[config.mk]
export PLATFORM = sky130hd
export DESIGN_NAME = if_fetch_flat
export DESIGN_NICKNAME = d
export VERILOG_FILES = /design/src/rtl/if_fetch_if.sv /design/src/rtl/if_fetch.sv /design/src/flat_wrapper.sv
export SDC_FILE = /design/constraint.sdc
export NUM_CORES = 1
export LEC_CHECK = 0
export ABC_AREA = 1
export ABC_CLOCK_PERIOD_IN_PS = 3800
export BUFFER_PORTS_ARGS = -buffer_cell sky130_fd_sc_hd__buf_2
export CORE_MARGIN = 1
export CORE_UTILIZATION = 40
export DETAILED_ROUTE_END_ITERATION = 12
export HOLD_SLACK_MARGIN = 0.08
export SKIP_CTS_REPAIR_TIMING = 1
export SKIP_LAST_GASP = 1
export SLEW_MARGIN = 20
export SYNTH_ARGS = -nofsm -noshare
export SYNTH_HDL_FRONTEND = slang
export SYNTH_SLANG_ARGS = --single-unit
[constraint.sdc]
create_clock -name clk -period 3.8 [get_ports clk]
set_input_delay 0.57 -clock clk [delete_from_list [all_inputs] [get_ports clk]]
set_output_delay 0.57 -clock clk [all_outputs]
set_load 0.05 [all_outputs]
[src/rtl/if_fetch_if.sv]
// Fetch-stage bus bundle: instruction-memory req/ack channel, control inputs and IF/ID outputs.
// No storage of its own; timing is set entirely by if_fetch.
// Memory side backpressures through imem_ack_i; decode side through stall_i.
interface if_fetch_if;
    // control-unit / decode inputs
    logic        stall_i;
    logic        branch_flag_i;
    logic [31:0] branch_target_i;
    // instruction-memory channel
    logic        imem_req_o;
    logic [31:0] imem_addr_o;
    logic        imem_ack_i;
    logic [31:0] imem_rdata_i;
    // IF/ID register outputs
    logic        id_valid_o;
    logic [31:0] id_pc_o;
    logic [31:0] id_inst_o;

    // fetch stage side
    modport master (
        input  stall_i, branch_flag_i, branch_target_i, imem_ack_i, imem_rdata_i,
        output imem_req_o, imem_addr_o, id_valid_o, id_pc_o, id_inst_o
    );

    // environment side (memory + decode/control)
    modport slave (
        output stall_i, branch_flag_i, branch_target_i, imem_ack_i, imem_rdata_i,
        input  imem_req_o, imem_addr_o, id_valid_o, id_pc_o, id_inst_o
    );
endinterface

[src/rtl/if_fetch.sv]
// Instruction fetch: owns the PC, fetches over req/ack, buffers words, drives the IF/ID register.
// Latency: ack in cycle N is written to the FIFO at that edge and reaches id_* one edge later.
// Backpressure: stall_i freezes IF/ID; the FIFO keeps filling and req drops once it would overflow.
module if_fetch #(
    parameter logic [31:0] RESET_PC = 32'h0000_0000,
    parameter int          DEPTH    = 2
) (
    input logic       clk,
    input logic       rst,
    if_fetch_if.master bus_io
);
    localparam int          CW       = $clog2(DEPTH);
    localparam logic [CW:0] FULL     = (CW+1)'(DEPTH);
    localparam logic [CW:0] CNT_ONE  = (CW+1)'(1);
    localparam logic [CW-1:0] PTR_ONE = CW'(1);
    localparam logic [31:0] NOP      = 32'h0000_0013;

    typedef enum logic {
        S_RUN,
        S_DROP
    } state_e;

    // fetch side state
    state_e      state_q;
    logic [31:0] fetch_pc_q, fetch_pc_d;
    logic        req_q;
    logic [31:0] addr_q;

    // prefetch FIFO
    logic [31:0]   fifo_pc_q   [DEPTH];
    logic [31:0]   fifo_inst_q [DEPTH];
    logic [CW-1:0] wr_ptr_q, rd_ptr_q;
    logic [CW:0]   count_q, count_d;

    // IF/ID register
    logic        id_valid_q;
    logic [31:0] id_pc_q, id_inst_q;

    logic        ack_fire, push, pop, flush, req_hold;
    logic [31:0] target_aligned;
    logic        unused_tgt_lsb;

    assign unused_tgt_lsb = ^bus_io.branch_target_i[1:0];
    assign target_aligned = {bus_io.branch_target_i[31:2], 2'b00};

    // A request completes only on an ack while it is being driven.
    assign ack_fire = req_q & bus_io.imem_ack_i;
    // Data from a redirected or dropped fetch never enters the FIFO.
    assign push     = ack_fire & (state_q == S_RUN) & ~bus_io.branch_flag_i;
    assign flush    = bus_io.branch_flag_i;
    assign pop      = ~bus_io.branch_flag_i & ~bus_io.stall_i & (count_q != '0);
    // Request still outstanding after this edge: req/addr must not move.
    assign req_hold = req_q & ~bus_io.imem_ack_i;

    // Next FIFO occupancy and next fetch PC
    always_comb begin
        count_d = count_q;
        if (flush) begin
            count_d = '0;
        end else if (push && !pop) begin
            count_d = count_q + CNT_ONE;
        end else if (pop && !push) begin
            count_d = count_q - CNT_ONE;
        end

        fetch_pc_d = fetch_pc_q;
        if (bus_io.branch_flag_i) begin
            fetch_pc_d = target_aligned;
        end else if (push) begin
            fetch_pc_d = fetch_pc_q + 32'd4;
        end
    end

    // Fetch FSM: RUN issues requests, DROP waits out a request made stale by a redirect
    always_ff @(posedge clk) begin
        if (rst) begin
            state_q    <= S_RUN;
            fetch_pc_q <= RESET_PC;
            req_q      <= 1'b0;
            addr_q     <= RESET_PC;
        end else begin
            fetch_pc_q <= fetch_pc_d;
            if (req_hold) begin
                if (bus_io.branch_flag_i) begin
                    state_q <= S_DROP;
                end
            end else begin
                // no request in flight after this edge: issue if the FIFO has room for its data
                state_q <= S_RUN;
                req_q   <= (count_d < FULL);
                addr_q  <= fetch_pc_d;
            end
        end
    end

    // FIFO pointers and occupancy
    always_ff @(posedge clk) begin
        if (rst || flush) begin
            wr_ptr_q <= '0;
            rd_ptr_q <= '0;
            count_q  <= '0;
        end else begin
            count_q <= count_d;
            if (push) begin
                wr_ptr_q <= wr_ptr_q + PTR_ONE;
            end
            if (pop) begin
                rd_ptr_q <= rd_ptr_q + PTR_ONE;
            end
        end
    end

    // FIFO storage; contents are qualified by count so need no reset
    always_ff @(posedge clk) begin
        if (push) begin
            fifo_pc_q[wr_ptr_q]   <= fetch_pc_q;
            fifo_inst_q[wr_ptr_q] <= bus_io.imem_rdata_i;
        end
    end

    // IF/ID register: redirect beats stall beats load beats bubble
    always_ff @(posedge clk) begin
        if (rst || bus_io.branch_flag_i) begin
            id_valid_q <= 1'b0;
            id_pc_q    <= 32'h0;
            id_inst_q  <= NOP;
        end else if (bus_io.stall_i) begin
            id_valid_q <= id_valid_q;
        end else if (count_q != '0) begin
            id_valid_q <= 1'b1;
            id_pc_q    <= fifo_pc_q[rd_ptr_q];
            id_inst_q  <= fifo_inst_q[rd_ptr_q];
        end else begin
            id_valid_q <= 1'b0;
            id_inst_q  <= NOP;
        end
    end

    assign bus_io.imem_req_o  = req_q;
    assign bus_io.imem_addr_o = addr_q;
    assign bus_io.id_valid_o  = id_valid_q;
    assign bus_io.id_pc_o     = id_pc_q;
    assign bus_io.id_inst_o   = id_inst_q;
endmodule

[src/flat_wrapper.sv]
// flat-port wrapper written by rule: the top's interface ports become plain ports
module if_fetch_flat 
#(
    parameter logic [31:0] RESET_PC = 32'h0000_0000,
    parameter int          DEPTH    = 2
)
  (clk, rst, bus_io_stall_i, bus_io_branch_flag_i, bus_io_branch_target_i, bus_io_imem_ack_i, bus_io_imem_rdata_i, bus_io_imem_req_o, bus_io_imem_addr_o, bus_io_id_valid_o, bus_io_id_pc_o, bus_io_id_inst_o);
  if_fetch_if bus_io_i ();
  input logic clk;
  input logic rst;
  input wire logic [$bits(bus_io_i.stall_i)-1:0] bus_io_stall_i;
  input wire logic [$bits(bus_io_i.branch_flag_i)-1:0] bus_io_branch_flag_i;
  input wire logic [$bits(bus_io_i.branch_target_i)-1:0] bus_io_branch_target_i;
  input wire logic [$bits(bus_io_i.imem_ack_i)-1:0] bus_io_imem_ack_i;
  input wire logic [$bits(bus_io_i.imem_rdata_i)-1:0] bus_io_imem_rdata_i;
  output wire logic [$bits(bus_io_i.imem_req_o)-1:0] bus_io_imem_req_o;
  output wire logic [$bits(bus_io_i.imem_addr_o)-1:0] bus_io_imem_addr_o;
  output wire logic [$bits(bus_io_i.id_valid_o)-1:0] bus_io_id_valid_o;
  output wire logic [$bits(bus_io_i.id_pc_o)-1:0] bus_io_id_pc_o;
  output wire logic [$bits(bus_io_i.id_inst_o)-1:0] bus_io_id_inst_o;
  assign bus_io_i.stall_i = bus_io_stall_i;
  assign bus_io_i.branch_flag_i = bus_io_branch_flag_i;
  assign bus_io_i.branch_target_i = bus_io_branch_target_i;
  assign bus_io_i.imem_ack_i = bus_io_imem_ack_i;
  assign bus_io_i.imem_rdata_i = bus_io_imem_rdata_i;
  assign bus_io_imem_req_o = bus_io_i.imem_req_o;
  assign bus_io_imem_addr_o = bus_io_i.imem_addr_o;
  assign bus_io_id_valid_o = bus_io_i.id_valid_o;
  assign bus_io_id_pc_o = bus_io_i.id_pc_o;
  assign bus_io_id_inst_o = bus_io_i.id_inst_o;
  if_fetch #(.RESET_PC(RESET_PC), .DEPTH(DEPTH)) u_core (.clk(clk), .rst(rst), .bus_io(bus_io_i));
endmodule
# Word level (Yosys, flattened, before mapping)
# Memories as Yosys holds them, arrays and structs flattened. A register that Yosys moved wholly into a read port is not among the register bits.
# Index checks and enable logic that the tools add are counted.
[word_totals]
reg_bits = 103
ram_bits = 128
input_bits = 69
output_inout_bits = 98
word_cells = 47
memories = 2
[classes]
add_sub_neg = 5
magnitude_cmp = 1
n_mux = 11
bitwise = 11
n_reduce_logical = 8
[memory_table]
columns = ["memory", "words", "word_bits", "read_ports", "rd_clocked_by_memory_dff", "write_ports", "line_no", "source"]
rows = [
  ["u_core.fifo_inst_q", 2, 32, 1, 1, 1, "if_fetch.sv:31", "logic [31:0] fifo_inst_q [DEPTH];"],
  ["u_core.fifo_pc_q", 2, 32, 1, 1, 1, "if_fetch.sv:30", "logic [31:0] fifo_pc_q [DEPTH];"],
]
[ops]
columns = ["op", "n"]
rows = [
  ["$mux W32", 3],
  ["$add A32 B3 Y32 const B", 1],
  ["$and A1 B1 Y1", 6],
  ["$mux W2", 3],
  ["$mux W1", 5],
  ["$not A1 Y1", 5],
  ["$add A1 B1 Y1 const B", 2],
  ["$add A2 B1 Y2 const B", 1],
  ["$logic_and A1 B1 Y1", 2],
  ["$logic_not A1 Y1", 2],
  ["$lt A2 B2 Y1 const B", 1],
  ["$reduce_and A2 Y1", 1],
  ["$reduce_bool A2 Y1", 1],
  ["$reduce_or A2 Y1", 1],
  ["$sub A2 B1 Y2 const B", 1],
  ["$logic_or A1 B1 Y1", 1],
]

# Depth between registers and ports, before layout
# Gate-level depths: netlist of run 1.
[depth]
word_depth = 9
ltp_mapped = 13
ltp_nobuf = 13

# Worst setup path before layout of run 1
# OpenSTA, ideal clock, no wires.
[synth_timing]
path_type = "reg2reg"
startpoint = "reg u_core.req_q (netlist: u_core.bus_io.imem_req_o)"
endpoint = "mem u_core.fifo_inst_q[1][0] (enable)"
setup_ps = 488
arrival_ps = 3795
t_required_ps = 3312
slack_ps = -483
path_stages_with_launch = 5
n_path_buf = 0
period_less_slack_ps = 4283
path_cell_list = "dfxtp_1 > nand2_1 > inv_1 > nand2_4 > nor2_1"
[synth_via]
elab_chain_len = 5
[synth_lines]
columns = ["item", "line_no", "source"]
rows = [
  ["start, declared", "if_fetch.sv:26", "logic req_q;"],
  ["start signal, assigned", "if_fetch.sv:90", "req_q <= (count_d < FULL);"],
  ["$and A1 B1 Y1", "if_fetch.sv:47", "assign ack_fire = req_q & bus_io.imem_ack_i;"],
  ["$and A1 B1 Y1 (2 in series)", "if_fetch.sv:49", "assign push = ack_fire & (state_q == S_RUN) & ~bus_io.branch_flag_i;"],
  ["$mux W1", "if_fetch.sv:115", "if (push) begin"],
  ["$mux W1 (implied by the code)", "if_fetch.sv:117", "fifo_inst_q[wr_ptr_q] <= bus_io.imem_rdata_i;"],
  ["end, declared", "if_fetch.sv:31", ""],
]
# Every way passes these cells.

# Worst setup path after layout of run 1
[layout_timing]
startpoint = "reg u_core.count_q[0]"
endpoint = "reg u_core.req_q (netlist: u_core.bus_io.imem_req_o)"
[layout_via]
elab_chain_len = 7
word_cells_on_any_way = 11
classes_between = "add/sub (2); order compare (1); mux (3); bitwise (1); reduce/logical (4)"
[layout_lines]
columns = ["item", "line_no", "source"]
rows = [
  ["start, declared", "if_fetch.sv:33", "logic [CW:0] count_q, count_d;"],
  ["start signal, assigned", "if_fetch.sv:103", "count_q <= count_d;"],
  ["$reduce_bool A2 Y1 *", "if_fetch.sv:51", "assign pop = ~bus_io.branch_flag_i & ~bus_io.stall_i & (count_q != '0);"],
  ["$and A1 B1 Y1 *", "if_fetch.sv:51", ""],
  ["net u_core.pop", "if_fetch.sv:39", "logic ack_fire, push, pop, flush, req_hold;"],
  ["$logic_and A1 B1 Y1 or $logic_not A1 Y1 (tied branches)", "if_fetch.sv:62, if_fetch.sv:60", ""],
  ["$mux W2 or $logic_and A1 B1 Y1 (tied branches)", "if_fetch.sv:62, if_fetch.sv:60", ""],
  ["$mux W2 *", "if_fetch.sv:60", "end else if (push && !pop) begin"],
  ["$mux W2 *", "if_fetch.sv:58", "if (flush) begin"],
  ["$lt A2 B2 Y1 *", "if_fetch.sv:90", ""],
]
# Mark *: on every way through the listed nets, which the timed path passes. The rest lies on a longest branch.
# A chain may end at the register's enable or synchronous reset.

==> results of run 1 <==
[metal layers]
metal,vias up,wire length [microns],GRT usage [%]
met5,-,0,0
met4,0,493,4.55
met2,213,11300,30.9
met3,35,1160,2.66
li1,3884,-,-
met1,3567,11600,25.6
[kinds of logic after synthesis]
| kind of cell | count (synthesis) | share of synthesized area [%] |
|---|---|---|
| and+or+nand+nor | 448 | 19.1 |
| xor gates and xnor gates | 3 | 0.257 |
| adders and majority gates | 4 | 0.489 |
| AOI/OAI and AO/OA | 212 | 10.7 |
| DFF | 264 | 64.2 |
| buffers and inverters | 137 | 5.18 |
[final timing paths]
path | from | end | slack (ns) | cells after the start
hold reg to reg | u_core.bus_io.imem_addr_o[27]$_SDFFE_PP0N_ | u_core.bus_io.imem_addr_o[27]$_SDFFE_PP0N_ | 0.45 | 2
setup reg to reg | u_core.count_q[0]$_SDFFE_PP0P_ | u_core.bus_io.imem_req_o$_SDFFE_PP0N_ | 1.72 | 11
hold / removal | bus_io_imem_rdata_i[1] | u_core.fifo_inst_q[0][1]$_DFFE_PP_ | 0.23 | 1
setup / recovery | u_core.count_q[0]$_SDFFE_PP0P_ | u_core.bus_io.imem_req_o$_SDFFE_PP0N_ | 1.72 | 11
[flip-flops by register name, summed over array words and instances (netlist names), named ones only]
| name | flops |
|---|---|
| u_core.fifo_inst_q | 64 |
| u_core.fifo_pc_q | 64 |
| u_core.bus_io.id_inst_o | 32 |
| u_core.bus_io.id_pc_o | 32 |
| u_core.bus_io.imem_addr_o | 32 |
| u_core.fetch_pc_q | 32 |
| u_core.count_q | 2 |
| u_core.bus_io.id_valid_o | 1 |
| u_core.bus_io.imem_req_o | 1 |
| u_core.rd_ptr_q | 1 |
| u_core.state_q | 1 |
| u_core.wr_ptr_q | 1 |
[power breakdown]
part / switching (W) / internal, W
registers: 0.0000560 / 0.00306
clock network: 0.00107 / 0.00149
logic: 0.000283 / 0.000107
total: 0.00141 / 0.00465
[cells in the mapped netlist, types with 2 or more instances]
library cell / n
a21oi_1: 111
buf_1: 5
buf_2: 6
clkbuf_1: 37
dfxtp_1: 136
edfxtp_1: 128
ha_1: 4
inv_1: 85
inv_2: 2
nand2_1: 234
nand3_1: 66
nand3_2: 3
nand3_4: 2
nand4_1: 4
nor2_1: 105
nor2_2: 6
nor2_4: 7
nor3_1: 4
o211ai_1: 3
o21ai_0: 83
o21bai_1: 6
o22ai_1: 6
or2_2: 12
xor2_1: 2
[worst max-delay path: stages (launching register included)]
cell and delay [ns]:
dfxtp_1 0.35, inv_1 0.05, ha_1 0.20, nor2_2 0.11, inv_2 0.20, nor2_1 0.19, inv_1 0.06, ha_1 0.21
a21oi_1 0.13, o21ai_0 0.20, o21ai_0 0.20, inv_1 0.06
[placed cells by master (no fill, tap or decap), types with 7 or more instances in the layout]
master,synthesis,layout
nand2_1,234,234
clkbuf_16,0,29
clkinv_2,0,8
inv_1,85,84
nor2_2,6,7
or2_2,12,12
dfxtp_1,136,136
o21ai_0,83,83
buf_2,6,164
nor2_1,105,102
nand3_1,66,66
buf_4,0,12
edfxtp_1,128,128
nor2_4,7,9
a21oi_1,111,111
[layout make-up]
class,count,area share (%)
clock buffers,40,6.65
clock inverters,11,0.458
inverters,88,2.69
multi-input cells,667,25.6
flip-flops and latches,264,53.5
well taps,330,3.36
repair buffers,178,7.74
[through the flow]
step                      std cells  total power, W  instance area (sq um)  hold slack, ns
after CTS                      1578         0.00614                  12300           0.205
after global placement         1527         0.00356                  11400           0.438
after detailed placement       1527         0.00357                  11400           0.443
after global routing           1578         0.00628                  12300           0.209
after floorplan                1068         0.00343                  10200           0.426
final                          1578         0.00606                  12300           0.230
==> impl_metrics.env, run 1 <==
export IMPL_die_w_microns=162
export IMPL_crit_type="flop to flop"
export IMPL_die_h_microns=162
export IMPL_vias=7699
export IMPL_tns_ns=0
export IMPL_multi_input_area_sq_um=3150
export IMPL_grt_usage_pct=18.6
export IMPL_fin_util_pct=48.9
export IMPL_drt_iter0_markers=514
export IMPL_synthDistinctLibCells=35
export IMPL_cp_start_kind="flop"
export IMPL_fmax_ghz=0.480
export IMPL_cts_root_buf="clkbuf_16"
export IMPL_fin_skew_ns=0.0189
export IMPL_grt_max_degree=65
export IMPL_synth_edff_count=128
export IMPL_synthCells=1068
export IMPL_dp_hpwl_mm=15.9
export IMPL_start_util_pct=40.7
export IMPL_async_flop_share_pct=0
export IMPL_synth_area_leaders="edfxtp_1 38%, dfxtp_1 27%, nand2_1 8.6%, a21oi_1 5.4%, o21ai_0 4.1%"
export IMPL_design_core_area_sq_um=25100
export IMPL_slew_violations=0
export IMPL_n_fill_cell=2401
export IMPL_cts_tree="yes"
export IMPL_drc=0
export IMPL_htree_levels=1
export IMPL_cp_max_fo=25
export IMPL_p_leak_nw=5.12
export IMPL_diodes=0
export IMPL_routedWlPerCell_microns=15.6
export IMPL_first_global_vias=7269
export IMPL_nets=1300
export IMPL_drt_total_wl_mm=24.6
export IMPL_clk_pin_slew_ns=0.07
export IMPL_holdCritPathClass="input port to flop"
export IMPL_syn_num_nets=1141
export IMPL_die_area_sq_um=26200
export IMPL_worstSetupEndpointType="flop"
export IMPL_place_congestion=0.835
export IMPL_vdd_drop_max_mv=0.270
export IMPL_outcome="finished clean"
export IMPL_final_hold_viol_count=0
export IMPL_max_slew_margin_pct=34.7
export IMPL_area_growth_pct=20.1
export IMPL_ant_nets=0
export IMPL_cts_sinks=264
export IMPL_arrival_ns=2.51
export IMPL_regArea_sq_um=6570
export IMPL_synthFlopType="dfxtp_1"
export IMPL_synth_top_cell_by_area="edfxtp_1"
export IMPL_cts_buffers=28
export IMPL_dr_pass1_iters=5
export IMPL_finalSetupViolations=0
export IMPL_cap_viol_max_count=0
export IMPL_antenna_found_initial=0
export IMPL_grt_pass1_wl_mm=38.6
export IMPL_vias_per_cell=4.88
export IMPL_rsz0062_at_grt="no"
export IMPL_row_count=58
export IMPL_gr_total_overflow=0
export IMPL_yosysWarnings=0
export IMPL_pre_cts_ws_ns=1.31
export IMPL_cts_buffer_depth=3
export IMPL_ios=167
export IMPL_port_buffer_count=164
export IMPL_crit_required_ns=4.23
export IMPL_syn_avg_cell_area_sq_um=9.57
export IMPL_synth_seq_cells=264
export IMPL_fin_crit_sh_pct=54.8
export IMPL_ys_seq_area_share_pct=64.2
export IMPL_synth_area_sq_um=10200
export IMPL_powerDensity_nw_per_um2=494
export IMPL_fin_crit_ns=2.08
export IMPL_worst_slew_pin_slew_ns=0.979
export IMPL_final_layout_size_suffix_gt1_share_pct=20.8
export IMPL_fin_ws_ns=1.72
export IMPL_insertion_delay_ns=0.54
export IMPL_yosys_area_top_type_share_pct=37.6
(Power assumes the default switching activity.)
==> inputs of run 2 (changes only) <==
--- a/config.mk
+++ b/config.mk
@@ -6,7 +6,7 @@
 export NUM_CORES = 1
 export LEC_CHECK = 0
 export ABC_AREA = 1
-export ABC_CLOCK_PERIOD_IN_PS = 3800
+export ABC_CLOCK_PERIOD_IN_PS = 1850
 export BUFFER_PORTS_ARGS = -buffer_cell sky130_fd_sc_hd__buf_2
 export CORE_MARGIN = 1
 export CORE_UTILIZATION = 40
==> constraint.sdc (replaced) <==
create_clock -name clk -period 1.85 [get_ports clk]
set_input_delay 0.2775 -clock clk [delete_from_list [all_inputs] [get_ports clk]]
set_output_delay 0.2775 -clock clk [all_outputs]
set_load 0.05 [all_outputs]
==> run 2 against run 1 <==
- via count up 2.9%
- highest routed layer unchanged
- combinational power up 140%
- critical path depth unchanged
- final area up 6.5%
- largest power group unchanged
- first-iteration DRC count up 7.4%
- sequential power up 110%
- global-route usage up 0.12 points
==> impl_metrics.env, run 2 (synthesis gave the netlist of run 1 again) <==
export IMPL_first_global_vias=7313
export IMPL_cts_buffer_depth=3
export IMPL_antenna_found_initial=0
export IMPL_insertion_delay_ns=0.53
export IMPL_cp_start_kind="flop"
export IMPL_diodes=0
export IMPL_port_buffer_count=164
export IMPL_grt_usage_pct=18.7
export IMPL_dr_pass1_iters=5
export IMPL_grt_pass1_wl_mm=38.7
export IMPL_final_common_cell="nand2_1"
export IMPL_max_slew_margin_pct=62.2
export IMPL_fin_ws_ns=0.140
export IMPL_fin_skew_ns=0.0191
export IMPL_die_w_microns=162
export IMPL_routedWlPerCell_microns=15.1
export IMPL_worst_slew_pin_slew_ns=0.567
export IMPL_holdCritPathClass="input port to flop"
export IMPL_fin_crit_ns=1.71
export IMPL_tns_ns=0
export IMPL_final_cell_mix="233 x nand2_1, 164 x buf_2, 129 x dfxtp_1"
export IMPL_grt_max_degree=66
export IMPL_fin_crit_sh_pct=92.5
export IMPL_crit_top_cell="inv_1"
export IMPL_ant_nets=0
export IMPL_gr_total_overflow=0
export IMPL_fin_util_pct=52.1
export IMPL_slowest_delay_ns=0.35
export IMPL_final_layout_size_suffix_gt1_share_pct=22.1
export IMPL_cts_tree="yes"
export IMPL_vias_per_cell=4.81
export IMPL_vdd_drop_max_mv=0.628
export IMPL_outcome="finished clean"
export IMPL_crit_type="flop to flop"
export IMPL_drt_iter0_markers=552
export IMPL_die_h_microns=162
export IMPL_powerDensity_nw_per_um2=982
export IMPL_place_congestion=0.856
export IMPL_cts_buffers=27
export IMPL_timing_critical_path_cells="inv_1, ha_2, nor2_4, inv_2, nor2_2, inv_1, ha_1, a21oi_2, o21ai_2, o21ai_1, inv_1"
export IMPL_crit_path_top_delay_cell="dfxtp_1"
export IMPL_cts_root_buf="clkbuf_16"
export IMPL_p_leak_nw=5.44
export IMPL_top_regs="u_core.fifo_inst_q (64), u_core.fifo_pc_q (64)"
export IMPL_worstSetupEndpointType="flop"
export IMPL_die_area_sq_um=26200
export IMPL_rsz0062_at_grt="yes"
export IMPL_design_core_area_sq_um=25100
export IMPL_area_growth_pct=27.9
export IMPL_start_util_pct=40.7
export IMPL_fin_total_pwr_w=0.0128
export IMPL_final_hold_viol_count=0
export IMPL_htree_levels=1
export IMPL_clk_pin_slew_ns=0.06
export IMPL_finalSetupViolations=0
export IMPL_path_buf_inv=4
export IMPL_nets=1371
export IMPL_crit_required_ns=2.28
export IMPL_critical_path_top_delay_family="adder cells"
export IMPL_dp_hpwl_mm=16.0
export IMPL_slew_violations=0
export IMPL_vias=7921
export IMPL_cts_sinks=264
export IMPL_drt_total_wl_mm=24.9
export IMPL_pre_cts_ws_ns=0.0365
export IMPL_fmax_ghz=0.585
export IMPL_ios=167
export IMPL_drc=0
export IMPL_cap_viol_max_count=0
export IMPL_row_count=58
export IMPL_cp_max_fo=3
export IMPL_arrival_ns=2.14
==> run 2: cell types whose count changed in the layout (fill, tap and decap cells not counted), moves of 4 or more <==
cell           before  now
dlygate4sd3_1       0   55
buf_4              12   27
dfxtp_1           136  129
bufinv_16           0    4
dfxtp_2             0    6
==> run 2: metal layers <==
metal  track usage [%]  part of all wire [%]  vias to the layer above
li1                  -                     -                     4034
met1              25.9                    46                     3603
met3              2.89                   6.5                       34
met2              30.6                    46                      250
met5                 0                     0                        -
met4              4.97                   1.8                        0
==> run 2: per-stage QoR <==
step,hold slack (ns),area [sq um],instances
after global routing,0.0802,13100,1648
final,0.0690,13100,1648
after CTS,-0.0885,12500,1593
after detailed placement,0.440,11600,1544
after floorplan,0.376,10300,1068
after global placement,0.439,11600,1544
==> run 2: worst paths after layout <==
kind,end,slack [ns],start,depth (start not counted)
max,u_core.bus_io.imem_req_o$_SDFFE_PP0N_,0.14,u_core.count_q[0]$_SDFFE_PP0P_,11
min,u_core.fetch_pc_q[26]$_SDFF_PP0_,0.07,bus_io_branch_target_i[26],5
max reg2reg,u_core.bus_io.imem_req_o$_SDFFE_PP0N_,0.14,u_core.count_q[0]$_SDFFE_PP0P_,11
min reg2reg,u_core.bus_io.imem_addr_o[27]$_SDFFE_PP0N_,0.45,u_core.bus_io.imem_addr_o[27]$_SDFFE_PP0N_,2
==> run 2: tightest hold or removal path, delay by kind of cell <==
kind | cells | cell delay (ns)
buffers and inverters | 2 | 0.12
and+or+nand+nor | 3 | 0.16
==> run 2: cell type report <==
class,instances,area (sq um)
clock inverter,15,180
tap,330,413
multi-input combinational,667,3210
fill,2308,12000
timing repair buffer,250,1650
clock buffer,34,722
inverter,88,333
sequential,264,6580
==> run 2: power by group <==
| part | internal (W) | leakage, nW | switching (W) |
|---|---|---|---|
| logic | 0.000320 | 2.72 | 0.000614 |
| clock network | 0.00331 | 0.438 | 0.00220 |
| registers | 0.00629 | 2.29 | 0.000112 |
| total | 0.00992 | 5.44 | 0.00292 |
==> inputs of run 3 (changes only) <==
--- a/config.mk
+++ b/config.mk
@@ -5,7 +5,6 @@
 export SDC_FILE = /design/constraint.sdc
 export NUM_CORES = 1
 export LEC_CHECK = 0
-export ABC_AREA = 1
 export ABC_CLOCK_PERIOD_IN_PS = 1850
 export BUFFER_PORTS_ARGS = -buffer_cell sky130_fd_sc_hd__buf_2
 export CORE_MARGIN = 1
==> run 3 against run 2 <==
- register-to-register slack got worse by 0.11 ns
- routed wire length decreased by 7.4%
- via count decreased by 10%
- critical path depth decreased by 5
- die area decreased by 2.7%
- combinational power increased by 3.0%
- clock skew decreased by 0.0069 ns
- largest cell class unchanged
- fmax decreased by 6.0%
- core utilization increased by 1.6 points
- first-iteration DRC count decreased by 41%
- area after synthesis decreased by 2.7%
==> impl_metrics.env, run 3 <==
export IMPL_synthDistinctLibCells=47
export IMPL_drt_total_wl_mm=23.0
export IMPL_power_frac_comb_pct=7.5
export IMPL_finalSetupViolations=0
export IMPL_synth_area_leaders="edfxtp_1 39%, dfxtp_1 27%, nor2_1 3.8%, mux2i_1 3.6%, mux2_2 3.3%"
export IMPL_holdCritPathClass="input port to flop"
export IMPL_clk_pin_slew_ns=0.06
export IMPL_die_area_sq_um=25500
export IMPL_power_switching_share_pct=22.2
export IMPL_slew_violations=0
export IMPL_htree_levels=1
export IMPL_area_growth_pct=31.6
export IMPL_port_buffer_count=164
export IMPL_ant_nets=0
export IMPL_synth_edff_count=128
export IMPL_dr_pass1_iters=5
export IMPL_dp_hpwl_mm=14.6
export IMPL_r2r_start="u_core.state_q$_SDFFE_PP0P_"
export IMPL_insertion_delay_ns=0.53
export IMPL_placed_area_sq_um=11600
export IMPL_nets=1124
export IMPL_diodes=0
export IMPL_syn_num_nets=887
export IMPL_cap_viol_max_count=0
export IMPL_seqPwrFrac_pct=49.4
export IMPL_crit_type="flop to flop"
export IMPL_whs_ns=0.0590
export IMPL_syn_avg_cell_area_sq_um=12.2
export IMPL_synth_most_common_cell="dfxtp_1"
export IMPL_fin_skew_ns=0.0122
export IMPL_vias_per_cell=5.08
export IMPL_r2r_end="u_core.bus_io.imem_addr_o[18]$_SDFFE_PP0N_"
export IMPL_final_hold_viol_count=0
export IMPL_drc=0
export IMPL_design_core_area_sq_um=24400
export IMPL_cts_buffer_depth=3
export IMPL_power_frac_clock_pct=43.1
export IMPL_routedWlPerCell_microns=16.5
export IMPL_ys_seq_area_share_pct=66.0
export IMPL_async_flop_share_pct=0
export IMPL_yosys_area_top_type_share_pct=38.6
export IMPL_final_cells=1397
export IMPL_fin_crit_sh_pct=98.3
export IMPL_powerDensity_nw_per_um2=984
export IMPL_pre_cts_ws_ns=-0.301
export IMPL_ff2ff_path_depth=6
export IMPL_row_count=57
export IMPL_final_layout_size_suffix_gt1_share_pct=30.9
export IMPL_vias=7103
export IMPL_p_leak_nw=4.91
export IMPL_grt_pass1_wl_mm=35.9
export IMPL_dp_cells=1299
export IMPL_cp_endpoint="u_core.bus_io.imem_addr_o[18]$_SDFFE_PP0N_"
export IMPL_vdd_drop_max_mv=0.573
export IMPL_drt_iter0_markers=326
export IMPL_grt_max_degree=96
export IMPL_p_int_w=0.0100
export IMPL_timing_critical_path_cells="and4bb_1, inv_2, or4_4, o31a_1, o31ai_2, o22ai_1"
export IMPL_worstSetupEndpointType="flop"
export IMPL_r2r_slack_ns=0.03
export IMPL_antenna_found_initial=0
export IMPL_first_global_vias=6806
export IMPL_yosysWarnings=0
export IMPL_fin_crit_ns=1.82
export IMPL_fin_util_pct=53.7
export IMPL_synth_seq_cells=264
export IMPL_cp_max_fo=5
export IMPL_synth_top_cell_by_area="edfxtp_1"
export IMPL_place_congestion=0.773
export IMPL_synth_commonest_cells="136 x dfxtp_1, 128 x edfxtp_1, 101 x nor2_1"
export IMPL_switchingPower_w=0.00286
export IMPL_cp_start_kind="flop"
export IMPL_cts_sinks=264
export IMPL_die_h_microns=160
export IMPL_final_cell_mix="165 x buf_2, 129 x dfxtp_1, 128 x edfxtp_1"
export IMPL_worstSetupStartpoint="u_core.state_q$_SDFFE_PP0P_"
export IMPL_top_regs="u_core.fifo_inst_q (64), u_core.fifo_pc_q (64)"
export IMPL_cts_buffers=28
export IMPL_grt_usage_pct=17.5
export IMPL_max_slew_margin_pct=59.5
export IMPL_die_w_microns=160
export IMPL_synthCells=814
export IMPL_crit_path_top_delay_cell="or4_4"
export IMPL_final_common_cell="buf_2"
export IMPL_crit_required_ns=2.27
export IMPL_rsz0062_at_grt="yes"
export IMPL_cts_root_buf="clkbuf_16"
export IMPL_synth_area_sq_um=9950
export IMPL_arrival_ns=2.24
export IMPL_ios=167
export IMPL_synthFlopType="dfxtp_1"
export IMPL_postLayoutCellArea_sq_um=13100
export IMPL_gr_total_overflow=0
export IMPL_cts_tree="yes"
export IMPL_worst_slew_pin_slew_ns=0.608
export IMPL_outcome="finished clean"
export IMPL_fmax_ghz=0.550
export IMPL_start_util_pct=40.8
export IMPL_slowest_delay_ns=0.47
export IMPL_fin_ws_ns=0.0306
[run 3: changes by cell type after synthesis, sizes merged, moves of 29 or more]
cell / previous run / this run
a211oi: 0 / 37
a21oi: 111 / 21
a22oi: 0 / 29
inv: 87 / 10
mux2: 0 / 29
mux2i: 0 / 36
nand2: 236 / 42
nand3: 71 / 9
o21ai: 84 / 12
[run 3: final cells by class]
class	count	area, sq um
well taps	324	405
multi-input cells	482	3310
flip-flops and latches	264	6580
clock inverters	10	126
inverters	10	37.5
fillers	2134	11300
clock buffers	42	795
repair buffers	265	1840
[run 3: worst min path at each step]
stage | cells after the start | slack (ns) | endpoint | from
2_1_floorplan | 0 | 0.38 | u_core.fifo_inst_q[0][0]$_DFFE_PP_ | bus_io_imem_rdata_i[0]
3_3_place_gp | 0 | 0.43 | u_core.fifo_pc_q[0][1]$_DFFE_PP_ | u_core.fetch_pc_q[1]$_SDFF_PP0_
3_5_place_dp | 0 | 0.43 | u_core.fifo_pc_q[1][1]$_DFFE_PP_ | u_core.fetch_pc_q[1]$_SDFF_PP0_
4_1_cts | 1 | -0.08 | u_core.fifo_inst_q[1][31]$_DFFE_PP_ | bus_io_imem_rdata_i[31]
5_1_grt | 3 | 0.08 | u_core.fetch_pc_q[6]$_SDFF_PP0_ | bus_io_branch_target_i[6]
6_report | 3 | 0.06 | u_core.fetch_pc_q[26]$_SDFF_PP0_ | bus_io_branch_target_i[26]
[run 3: logic make-up (layout without fill, tap and decap cells)]
group                      after synthesis  count (layout)  synth area share (%)
adders and majority gates                4               4                 0.503
DFF                                    264             264                  66.0
muxes                                   65              65                  6.90
xor gates and xnor gates                12              12                  1.06
buffers and inverters                   68             327                  2.60
AOI/OAI and AO/OA                      158             158                  11.5
and+or+nand+nor                        243             243                  11.5
[run 3: per-stage QoR]
stage / TNS, ns / total power (W)
4_1_cts: -1.67 / 0.0129
2_1_floorplan: -22.09 / 0.00702
5_1_grt: -1.78 / 0.0134
3_3_place_gp: -3.78 / 0.00734
3_5_place_dp: -4.71 / 0.00735
6_report: 0 / 0.0129
[run 3: routing by layer]
metal  global-route usage (%)  vias to the layer above  routed length (microns)
li1                         -                     3512                        -
met1                     25.0                     3352                    11100
met2                     27.1                      210                    10200
met3                     3.32                       29                     1340
met4                     4.76                        0                      379
met5                        0                        -                        0
[run 3: worst max-delay path, delay by kind of cell, from the launching register on]
family / cells / cell delay (ns)
flops: 1 / 0.31
compound gates: 3 / 0.60
buf+inv: 1 / 0.05
simple gates: 2 / 0.75
[run 3: power groups by stage]
stage / Clock (W) / Combinational, W / Sequential, W
CTS: 0.00567 / 0.000867 / 0.00636
global placement: 0 / 0.000855 / 0.00649
detailed placement: 0 / 0.000864 / 0.00649
floorplan: 0 / 0.000337 / 0.00668
finish: 0.00555 / 0.000962 / 0.00637
global route: 0.00594 / 0.00104 / 0.00638
